**src/rtl/multicycle_control_unit.sv**
```systemverilog
// Multicycle MIPS-style control FSM: FETCH/DECODE plus per-class execute states, outputs decoded from state.
// Optional: define BNE_INSTR_EN to decode opcode 0x05 (BNE) through the BRANCH state with inverted zero.
module multicycle_control_unit (
  input  logic       clk,
  input  logic       reset,
  input  logic [5:0] opcode,
  input  logic       zero,
  input  logic       mem_ready,
  output logic       pc_en,
  output logic       i_or_d,
  output logic       mem_read,
  output logic       mem_write,
  output logic       ir_write,
  output logic       reg_write,
  output logic       reg_dst,
  output logic       mem_to_reg,
  output logic       alu_src_a,
  output logic [1:0] alu_src_b,
  output logic [1:0] alu_op,
  output logic [1:0] pc_src,
  output logic       illegal_op,
  output logic [3:0] state
);

  typedef enum logic [3:0] {
    S_FETCH   = 4'd0,
    S_DECODE  = 4'd1,
    S_MEMADR  = 4'd2,
    S_MEMRD   = 4'd3,
    S_MEMWB   = 4'd4,
    S_MEMWR   = 4'd5,
    S_EXECUTE = 4'd6,
    S_ALUWB   = 4'd7,
    S_BRANCH  = 4'd8,
    S_ADDIEX  = 4'd9,
    S_ADDIWB  = 4'd10,
    S_JUMP    = 4'd11
  } state_e;

  localparam logic [5:0] OP_RTYPE = 6'h00;
  localparam logic [5:0] OP_J     = 6'h02;
  localparam logic [5:0] OP_BEQ   = 6'h04;
  localparam logic [5:0] OP_BNE   = 6'h05;
  localparam logic [5:0] OP_ADDI  = 6'h08;
  localparam logic [5:0] OP_LW    = 6'h23;
  localparam logic [5:0] OP_SW    = 6'h2B;

  state_e state_q, state_d;
  // run_q stays low from reset until the first clock edge after release, so
  // outputs and state advance both resume on that edge rather than at release.
  logic   run_q;

  always_ff @(posedge clk or negedge reset) begin
    if (!reset) begin
      state_q <= S_FETCH;
      run_q   <= 1'b0;
    end else begin
      state_q <= state_d;
      run_q   <= 1'b1;
    end
  end

  always_comb begin
    state_d    = state_q;
    pc_en      = 1'b0;
    i_or_d     = 1'b0;
    mem_read   = 1'b0;
    mem_write  = 1'b0;
    ir_write   = 1'b0;
    reg_write  = 1'b0;
    reg_dst    = 1'b0;
    mem_to_reg = 1'b0;
    alu_src_a  = 1'b0;
    alu_src_b  = 2'b00;
    alu_op     = 2'b00;
    pc_src     = 2'b00;
    illegal_op = 1'b0;
    case (state_q)
      S_FETCH: begin
        mem_read  = 1'b1;
        alu_src_b = 2'b01;
        ir_write  = mem_ready;
        pc_en     = mem_ready;
        if (mem_ready) state_d = S_DECODE;
      end
      S_DECODE: begin
        alu_src_b = 2'b11;
        case (opcode)
          OP_RTYPE:      state_d = S_EXECUTE;
          OP_LW, OP_SW:  state_d = S_MEMADR;
          OP_BEQ:        state_d = S_BRANCH;
`ifdef BNE_INSTR_EN
          OP_BNE:        state_d = S_BRANCH;
`endif
          OP_ADDI:       state_d = S_ADDIEX;
          OP_J:          state_d = S_JUMP;
          default: begin
            illegal_op = 1'b1;
            state_d    = S_FETCH;
          end
        endcase
      end
      S_MEMADR: begin
        alu_src_a = 1'b1;
        alu_src_b = 2'b10;
        state_d   = (opcode == OP_LW) ? S_MEMRD : S_MEMWR;
      end
      S_MEMRD: begin
        mem_read = 1'b1;
        i_or_d   = 1'b1;
        if (mem_ready) state_d = S_MEMWB;
      end
      S_MEMWB: begin
        reg_write  = 1'b1;
        mem_to_reg = 1'b1;
        state_d    = S_FETCH;
      end
      S_MEMWR: begin
        mem_write = 1'b1;
        i_or_d    = 1'b1;
        if (mem_ready) state_d = S_FETCH;
      end
      S_EXECUTE: begin
        alu_src_a = 1'b1;
        alu_op    = 2'b10;
        state_d   = S_ALUWB;
      end
      S_ALUWB: begin
        reg_write = 1'b1;
        reg_dst   = 1'b1;
        state_d   = S_FETCH;
      end
      S_BRANCH: begin
        alu_src_a = 1'b1;
        alu_op    = 2'b01;
        pc_src    = 2'b01;
`ifdef BNE_INSTR_EN
        pc_en     = (opcode == OP_BNE) ? ~zero : zero;
`else
        pc_en     = zero;
`endif
        state_d   = S_FETCH;
      end
      S_ADDIEX: begin
        alu_src_a = 1'b1;
        alu_src_b = 2'b10;
        state_d   = S_ADDIWB;
      end
      S_ADDIWB: begin
        reg_write = 1'b1;
        state_d   = S_FETCH;
      end
      S_JUMP: begin
        pc_src  = 2'b10;
        pc_en   = 1'b1;
        state_d = S_FETCH;
      end
      default: state_d = S_FETCH;
    endcase
    // Held in reset or waiting for the first edge after release: all quiet.
    if (!run_q) begin
      state_d    = S_FETCH;
      pc_en      = 1'b0;
      i_or_d     = 1'b0;
      mem_read   = 1'b0;
      mem_write  = 1'b0;
      ir_write   = 1'b0;
      reg_write  = 1'b0;
      reg_dst    = 1'b0;
      mem_to_reg = 1'b0;
      alu_src_a  = 1'b0;
      alu_src_b  = 2'b00;
      alu_op     = 2'b00;
      pc_src     = 2'b00;
      illegal_op = 1'b0;
    end
  end

  assign state = state_q;

endmodule

```
**config.mk**
```make
export PLATFORM = sky130hd
export DESIGN_NAME = multicycle_control_unit
export DESIGN_NICKNAME = d
export VERILOG_FILES = /design/src/rtl/multicycle_control_unit.sv
export SDC_FILE = /design/constraint.sdc
export NUM_CORES = 1
export LEC_CHECK = 0
export BUFFER_PORTS_ARGS = -buffer_cell sky130_fd_sc_hd__buf_2
export CORE_MARGIN = 2
export CORE_UTILIZATION = 44
export CTS_CLUSTER_DIAMETER = 60
export CTS_CLUSTER_SIZE = 24
export DETAILED_ROUTE_END_ITERATION = 12
export HOLD_SLACK_MARGIN = 0.05
export PLACE_DENSITY = 0.77
export SLEW_MARGIN = 25
export SYNTH_ARGS = -nofsm -noshare
export SYNTH_HDL_FRONTEND = slang
export SYNTH_SLANG_ARGS = --single-unit
```
**constraint.sdc**
```tcl
create_clock -name clk -period 1.9 [get_ports clk]
set_input_delay 0.095 -clock clk [delete_from_list [all_inputs] [get_ports clk]]
set_output_delay 0.095 -clock clk [all_outputs]
set_load 0.01 [all_outputs]
```
==> results_dict.tcl <==
set metrics [dict create \
    synth_enable_flop_cells 0 \
    synth_largest_area_cell "sky130_fd_sc_hd__dfrtp_1" \
    grt_setup_unrepaired "no" \
    final_nets 127 \
    cts_htree_levels 1 \
    critPathKind "register to output port" \
    final_antenna_net_count 0 \
    switching_share 0.333 \
    worstSetupStartpoint "state[2]" \
    hold_wc_startpoint "mem_ready" \
    crit_path_max_incr_delay_ns 0.50 \
    start_kind "register" \
    fin_ws_ns 0.196 \
    worst_ep_required_time_ns 1.80 \
    core-area_mm2 0.00130 \
    run_status "finished clean" \
    intPower_mw 0.226 \
    tritoncts_sinks 5 \
    vias_per_cell 5.83 \
    cts.path.max_buffers 2 \
    drt-pass1-iter-count 4 \
    synth-warning-count 0 \
    n_antenna_cell 0 \
    place_ws_ns 0.294 \
    synth.distinct_cells 39 \
    worstPathMaxFanout 10 \
    ir_worst_vdd_v 0.000355 \
    arrival_time_at_the_worst_endpoint_ns 1.61 \
    achievable-frequency_mhz 587 \
    grt_max_degree 17 \
    async_reset_ff_frac 1.00 \
    clk_root_buffer_cell "sky130_fd_sc_hd__clkbuf_4" \
    finalWorstPathRequiredPeriod_ns 1.70 \
    timing.rr.start "state[1]" \
    ys_top_cells_by_area "sky130_fd_sc_hd__dfrtp_1 21%, sky130_fd_sc_hd__nor3_1 9.1%, sky130_fd_sc_hd__nand2_1 4.9%" \
    design_area_um2 788 \
    synth.yosys.seq_area_share 0.206 \
    p_seq_frac 0.362 \
    drive_gt1_frac 0.328 \
    yosys.cell_count.top_type "sky130_fd_sc_hd__nor3_1" \
    p_per_area_mw_per_mm2 430 \
    syn_area_per_cell_um2 6.98 \
    setup_viol 0 \
    cp-end-kind "output port" \
    postSynth.topFlopCell "sky130_fd_sc_hd__dfrtp_1" \
    grt_pass1_wl_um 2810 \
    grt_antenna_before_repair 0 \
    syn_nets 97 \
    comb_power_share 0.244 \
    finalHoldViolCount 0 \
    leakage_nw 0.377 \
    netlist.area_leader.share 0.206 \
    gpl.final_weighted_congestion 0.912 \
    areaGrowthSynthToFinish_pct 29.9 \
    finalClockSkew_ns 0.00114 \
    port_buffers 29 \
    syn_inst_count 87 \
    number_of_global_route_vias_before_repair 625 \
    globalRouteOverflowTotal 0 \
    avgRoutedWirePerCell_um 13.4 \
    groute.usage.overall 0.253 \
    tritoncts.num_buffers 3 \
    detail_route.iter0.violations 24 \
    yosys_register_bits 5 \
    power.net_switching_mw 0.113 \
    max_cap_viols 0 \
    drt_drc_violations_left 0 \
    crit_slowest_cell "sky130_fd_sc_hd__dfrtp_1" \
    placed_area_um2 746 \
    wirelength_routed_um 1760 \
    floorplan.initialDensity 0.466 \
    share_clk_of_total_power 0.394 \
    horizontal_extent_of_the_die_um 41.1 \
    netlist_area_um2 607 \
    final-max-slew-violation-count 0 \
    hold_path.class "input pin to register" \
    post_route_setup_tns_ns 0 \
    hpwl_um 1320 \
    routed-via-count 764 \
    crit_path_cell_trace "inv_2, nand2_1, nor3_1, o311a_1, buf_2" \
    die_h_um 41.1 \
    io_pins 30 \
    worst_setup_hold_path_clk_slew_ns 0.05 \
    insertion_delay_ns 0.25 \
    cts.repair_timing.setup_buffer_count 0 \
    std_cell_rows 13 \
    min_period_over_period 0.897 \
    clock_tree_from_tritoncts "built" \
    floorplan.die_area_mm2 0.00169 \
    synth_top_cells_by_count "11 x sky130_fd_sc_hd__nor3_1, 8 x sky130_fd_sc_hd__nand2_1, 5 x sky130_fd_sc_hd__dfrtp_1" \
]
[cells by family (layout without fill, tap and decap cells)]
group,after synthesis,after routing,share of synthesized area
buf+inv,12,41,0.0969
compound gates,22,22,0.256
flops,5,5,0.206
other cells,1,1,0.00618
xor+xnor,4,4,0.0577
simple gates,43,43,0.377
[sequential cells by signal (all words and copies together) (netlist names)]
signal,flops
run_q,1
state,4
[power groups by stage]
| stage | Combinational [mW] | Sequential [mW] | Clock (mW) |
|---|---|---|---|
| after global routing | 0.0925 | 0.124 | 0.141 |
| after detailed placement | 0.0806 | 0.123 | 0 |
| after floorplan | 0.0515 | 0.116 | 0 |
| after global placement | 0.0779 | 0.122 | 0 |
| after CTS | 0.0822 | 0.122 | 0.134 |
| final | 0.0828 | 0.123 | 0.133 |
[placed cells by master (no fill, tap or decap), drive strengths merged, types with 3 or more instances in the layout]
cell type	n
buf	31
nor3	11
nand2	8
inv	5
dfrtp	5
nor2	4
a21oi	4
clkbuf	4
nand3	3
or3	3
a31oi	3
o21ai	3
[what timing repair did]
action | 4_1_cts | 5_1_grt
gates resized for setup | 0 | 2
endpoints found under the hold margin | 5 | 0
setup endpoints to repair | 0 | 1
hold buffers | 1 | 0
[final timing paths]
kind,to,slack (ns),cells past startpoint
setup / recovery,illegal_op,0.20,5
hold / removal,state[0],0.15,3
setup reg to reg,state[2],0.36,4
hold reg to reg,state[1],0.68,1
max in group asynchronous,state[0],1.56,2
min in group asynchronous,state[3],0.19,2
[per-stage QoR]
stage	hold WS (ns)	cells	utilization	power (mW)
6_report	0.152	131	0.606	0.339
5_1_grt	0.162	131	0.606	0.358
4_1_cts	0.150	131	0.601	0.338
3_5_place_dp	-0.0784	126	0.573	0.204
3_3_place_gp	-0.0865	126	0.573	0.200
2_1_floorplan	-0.201	87	-	0.167
[critical path, delay by kind of cell (launching register included)]
kind | cells | cell delay (ns)
AO/OA/AOI/OAI | 1 | 0.17
flip-flops | 1 | 0.50
AND/OR/NAND/NOR | 2 | 0.39
buffers and inverters | 2 | 0.30
[final cells by class]
type / instances / area, um^2
clock buffers: 4 / 26.3
inverters: 5 / 18.8
multi-input cells: 70 / 428
flip-flops and latches: 5 / 126
well taps: 15 / 18.8
repair buffers: 32 / 170
fillers: 134 / 513
[per-layer routing]
layer / share of wire / vias to the layer above / global-route usage
met5: 0 / - / 0
met4: 0.0034 / 0 / 0.0484
met3: 0.067 / 2 / 0.0652
met2: 0.53 / 34 / 0.441
met1: 0.40 / 353 / 0.309
li1: - / 375 / -
No activity file was read; power rests on OpenSTA's default activity.
